### src/rtl/regfile.sv
// regfile: 2**ADDR_W x DATA_W register file with two combinational read ports; entry 0 reads as zero.
// Define REGFILE_BYPASS_EN to forward same-cycle write data to matching read ports.
module regfile #(
    parameter int DATA_W = 32,
    parameter int ADDR_W = 5
) (
    input  logic              clk,
    input  logic              rst,
    input  logic              we,
    input  logic [ADDR_W-1:0] waddr,
    input  logic [DATA_W-1:0] wdata,
    input  logic              re1,
    input  logic [ADDR_W-1:0] raddr1,
    output logic [DATA_W-1:0] rdata1,
    input  logic              re2,
    input  logic [ADDR_W-1:0] raddr2,
    output logic [DATA_W-1:0] rdata2
);
    localparam int DEPTH = 2 ** ADDR_W;

    logic [DATA_W-1:0] mem_q [DEPTH];
    logic [DATA_W-1:0] mem_d [DEPTH];

    // Entry 0 is never written, so it holds its reset value of zero forever.
    always_comb begin
        mem_d = mem_q;
        if (we && waddr != '0) mem_d[waddr] = wdata;
    end

    always_ff @(posedge clk or posedge rst) begin
        if (rst) mem_q <= '{default: '0};
        else     mem_q <= mem_d;
    end

`ifdef REGFILE_BYPASS_EN
    assign rdata1 = (rst || !re1 || raddr1 == '0) ? '0 :
                    (we && raddr1 == waddr) ? wdata : mem_q[raddr1];
    assign rdata2 = (rst || !re2 || raddr2 == '0) ? '0 :
                    (we && raddr2 == waddr) ? wdata : mem_q[raddr2];
`else
    assign rdata1 = (rst || !re1 || raddr1 == '0) ? '0 : mem_q[raddr1];
    assign rdata2 = (rst || !re2 || raddr2 == '0) ? '0 : mem_q[raddr2];
`endif
endmodule

### config.mk
export PLATFORM = sky130hd
export DESIGN_NAME = regfile
export DESIGN_NICKNAME = d
export VERILOG_FILES = /design/src/rtl/regfile.sv
export SDC_FILE = /design/constraint.sdc
export NUM_CORES = 2
export LEC_CHECK = 0
export CELL_PAD_IN_SITES_DETAIL_PLACEMENT = 2
export CELL_PAD_IN_SITES_GLOBAL_PLACEMENT = 2
export CORE_AREA = 2 2 470 472
export DETAILED_ROUTE_END_ITERATION = 12
export DIE_AREA = 0 0 472 474
export GPL_TIMING_DRIVEN = 0
export PLACE_DENSITY_LB_ADDON = 0.1
export SYNTH_ARGS = -nofsm -noshare
export SYNTH_HDL_FRONTEND = slang
export SYNTH_SLANG_ARGS = --single-unit
### constraint.sdc
create_clock -name clk -period 49.7 [get_ports clk]
set_clock_uncertainty 0.1 [all_clocks]
set_input_delay 9.94 -clock clk [delete_from_list [all_inputs] [get_ports clk]]
set_output_delay 9.94 -clock clk [all_outputs]
set_load 0.02 [all_outputs]
# Yosys cells after proc, flatten, opt, wreduce, memory -nomap -nowiden
# Index checks and enable logic that the tools add are counted.
# word_totals
regBits	1024
latchBits	0
ramBits	0
mem_bits_ro	0
output_inout_bits	64
n_memories	0
# op_classes
n_addsub	0
mul	0
div_mod_pow	0
magnitude_cmp	4
eq_ne	0
shifts	0
mux	11
bitwise_logic	3
reduce_logical	11
# ops
operator	count
1024-bit bitwise mux	1
32-bit binary-select mux with 5-bit select	2
32-bit 2-to-1 mux	7
32-bit demux with 5-bit select	1
6-bit >= comparator, second input constant	3
5-bit inverter with 6-bit output	3
5-bit logical NOT	2
6-bit by 1-bit less-than comparator with 1-bit output, second input constant	1
5-bit nonzero test	1
1-bit logical OR	4
1-bit logical AND	2
1-bit logical NOT	2

# Logic depth before layout (Yosys ltp)
# depth
word_depth	6
ltp_mapped	9
depth_no_buf	4

# Least setup slack after synthesis
# OpenSTA, ideal clock, no wires.
# synth_timing
path_kind	input to output
startpoint	in rst
endpoint	out rdata2[10]
arrival_ps	37453
t_required_ps	39660
setup_slack_ps	2207
path_stages	3
path_buffers	0
path_cell_list	inv_1 -> nand3_1 -> a31oi_1
# synth_between
elab_chain_cells	3
# synth_lines
item	line	rtl
start: declaration	8	input logic rst,
1-bit logical OR (2 in a row)	42	assign rdata2 = (rst || !re2 || raddr2 == '0) ? '0 : mem_q[raddr2];
32-bit 2-to-1 mux	42	
end: declaration	17	output logic [DATA_W-1:0] rdata2
# No other way between the ends.

# Worst setup path in the final report
# layout_timing
startpoint	in raddr1[2]
endpoint	out rdata1[5]
# layout_between
elab_chain_cells	5
word_cells_on_any_way	7
# layout_lines
item	line	rtl
start: declaration	13	input logic [ADDR_W-1:0] raddr1,
5-bit inverter with 6-bit output (implied by the code)	41	assign rdata1 = (rst || !re1 || raddr1 == '0) ? '0 : mem_q[raddr1];
32-bit binary-select mux with 5-bit select	41	
32-bit 2-to-1 mux (implied by the code) (2 in a row)	41	
32-bit 2-to-1 mux (*)	41	
end: declaration	14	output logic [DATA_W-1:0] rdata1,
# Every way passes the cells marked *; elsewhere a longest branch is shown, timed or not. The select of a mux whose other input is x is not followed.

==> metrics.txt <==
drt drc 0; Post-layout nets 3984; WHS Path Cells 1; Die H 474 um; WP data required 39.66 ns; r2r setup slk 48.75 ns; Clock Tree Buf Depth 3; Post-Synth Simple-Gate Area 1.34%; DR pass1 iterations 7; clock root buffer master clkbuf_16; relative slew slack -12.3%; first-pass GRT wire length 422 mm; largest family of logic cells by synthesized area multiplexers; Reg2Reg Depth 1; Buf+Inv Stages, Crit Path 6; average cell area after synthesis 14.9 um^2; number of synthesized flops with an enable pin 0; unrepaired setup endpoints after global routing false; Tcrit/Tclk final 53.1%; hold_buf cts 0; worst hold start mem_q[1017]$_DFFE_PP0P_; failing checks capacitance limit, slew limit; Tot Pwr 2.73 mW; remaining antenna violation count 0; Netlist Area Pre-Place 0.0545 mm^2; Post-Syn Nets 3700; max capacitance violation total 7; cts bufs inserted 138; fin worst setup slack 23.33 ns; cells after synthesis 3648; Leakage Power 27.1 nW; Rows 172; Power Dens Cells 42.4 mW/mm^2; Setup Slack @ Placement 23.43 ns; Hold EP mem_q[1017]$_DFFE_PP0P_; WS Path Type in -> out; Seq/Total Area, Yosys 47.0%; routed vias/inst 5.60; GRT overflow 0; gr usage total 28.6%; initial core utilization 24.9%; FMAX 37.9 MHz; Largest Register mem_q; crit path max fanout 10; Comb pwr share 21.2%; area of the core 0.219 mm^2; Routed WL per cell 46.4 um; initial DRC count 3507; largest cells by area after synthesis dfrtp_1 (47%), mux2_2 (22%), mux4_2 (16%); Routed WL 321 mm; Yosys top cell by area dfrtp_1; initial antenna violation count 30; CP max stage delay 1.14 ns; final setup fails 0; adder-cell share of the synthesized area 0%; Crit. End Element output pin; Fill cells 22618; largest net degree at the start of global routing 112; CP startpoint kind input port; placed cell count 6659; P_int 1.89 mW; Worst-Margin Slew 1.68 ns; mux contribution to synthesized area 42.7%; asr flop ratio synth 100%; P&R area growth vs syn 18.2%; insertion delay to the later sink of the worst-skew pair 0.82 ns; Synth Area in XOR/XNOR 0%; CTS resizes 0; Top Family by Delay on Critical Path buffers and inverters; clock share of power 37.4%; Port-buffer cells 109; Compound-Gate Fraction of Synth Area 5.08%; CTS tree done; Worst Path Arrival 16.33 ns; Final Hold Viols 0; die area 0.224 mm^2; non-filler cells, final 6916; vias in the first global route 40627; fin crit period 26.37 ns; #FFs+latches synth 1024; CP max stage cell nor2b_1; top_reg_cell synth dfrtp_1; # clock sinks 1024; sum of negative setup slack 0 ns; most common cell in the netlist mux2_2; Post-CTS Setup Bufs 0; I/O Pins 116; post-layout util 29.5%; GPL Wtd Cong 0.875; Reg-to-Reg Start mem_q[18]$_DFFE_PP0P_; Yosys top cell area share 47.0%; sequential power share 41.4%; layout cells sized above 1 46.3%; Regs by FF count mem_q: 1024 flops; CTS H-tree depth 4; r2r endpoint mem_q[18]$_DFFE_PP0P_; hpwl dp 227 mm; Slew Viols, Final 67; Sw Share 30.8%; max reg flops 1024; sw power 0.841 mW; Synth top cells by count mux2_2 (1053), dfrtp_1 (1024), mux4_2 (378); synth warn 0; status complete, but fails checks; Hold Path Class reg -> reg; Reg clk slew, reported paths 0.05 ns; DR vias 38736; Critical Path, Cell by Cell clkdlybuf4s50_1, buf_4, buf_4, nor2b_1, clkbuf_2, clkbuf_1, a211oi_1, nor3_1, clkdlybuf4s50_1; DIE WIDTH 472 um; Max IR drop VDD 0.0307 mV; Distinct cells, synth 50
[logic make-up after synthesis]
group | count (synthesis)
multiplexers | 1684
flip-flops | 1024
buffers and inverters | 426
AO/OA/AOI/OAI | 367
AND/OR/NAND/NOR | 147
[per-layer routing]
metal	routed length, um	track usage [%]
met1	142000	38.8
met2	146000	44.6
met3	15900	4.47
met4	16500	13.5
met5	13	0
[stage by stage]
step           area (um^2)  hold slack, ns
6_report             64400           0.386
5_1_grt              64400           0.401
4_1_cts              64400           0.384
3_5_place_dp         59900           0.372
3_3_place_gp         59200           0.365
2_1_floorplan        54500           0.338
[placed cells by master (no fill, tap or decap), types with 39 or more instances in the layout]
cell type / count
clkbuf_2: 42
mux2_2: 1053
a22o_1: 39
buf_1: 52
clkbuf_1: 225
a22oi_1: 57
mux4_2: 378
clkbuf_16: 143
nand2_1: 49
buf_2: 88
mux2i_1: 230
a221oi_1: 44
a21oi_1: 53
clkdlybuf4s50_1: 109
dfrtp_1: 1024
[power groups by stage]
stage | sequential (mW) | combinational (mW) | clock, mW
after floorplan | 1.08 | 0.379 | 0
after global placement | 1.14 | 0.556 | 0
after detailed placement | 1.14 | 0.572 | 0
after CTS | 1.12 | 0.574 | 1.04
after global routing | 1.15 | 0.603 | 1.07
final | 1.13 | 0.579 | 1.02
[area by class of cell]
type | instances | area, um^2 | area share [%]
Antenna cell | 15 | 37.5 | 0.0583
Buffer | 421 | 2150 | 3.34
Clock buffer | 204 | 4050 | 6.28
Clock inverter | 34 | 420 | 0.652
Inverter | 5 | 26.3 | 0.0408
Multi-Input combinational cell | 2198 | 26800 | 41.6
Sequential cell | 1024 | 25600 | 39.8
Tap cell | 2871 | 3590 | 5.58
Timing Repair Buffer | 144 | 1710 | 2.65
[worst max path at each step]
stage | startpoint | end | slack [ns] | cells after the start
global placement | rst | rdata1[6] | -27.36 | 5
floorplan | rst | rdata2[10] | 2.21 | 3
CTS | raddr1[2] | rdata1[5] | 23.42 | 9
finish | raddr1[2] | rdata1[5] | 23.33 | 9
global route | raddr1[2] | rdata1[5] | 23.68 | 9
detailed placement | raddr1[2] | rdata1[5] | 23.43 | 9
Note: power is estimated with default switching activity, not from simulation.
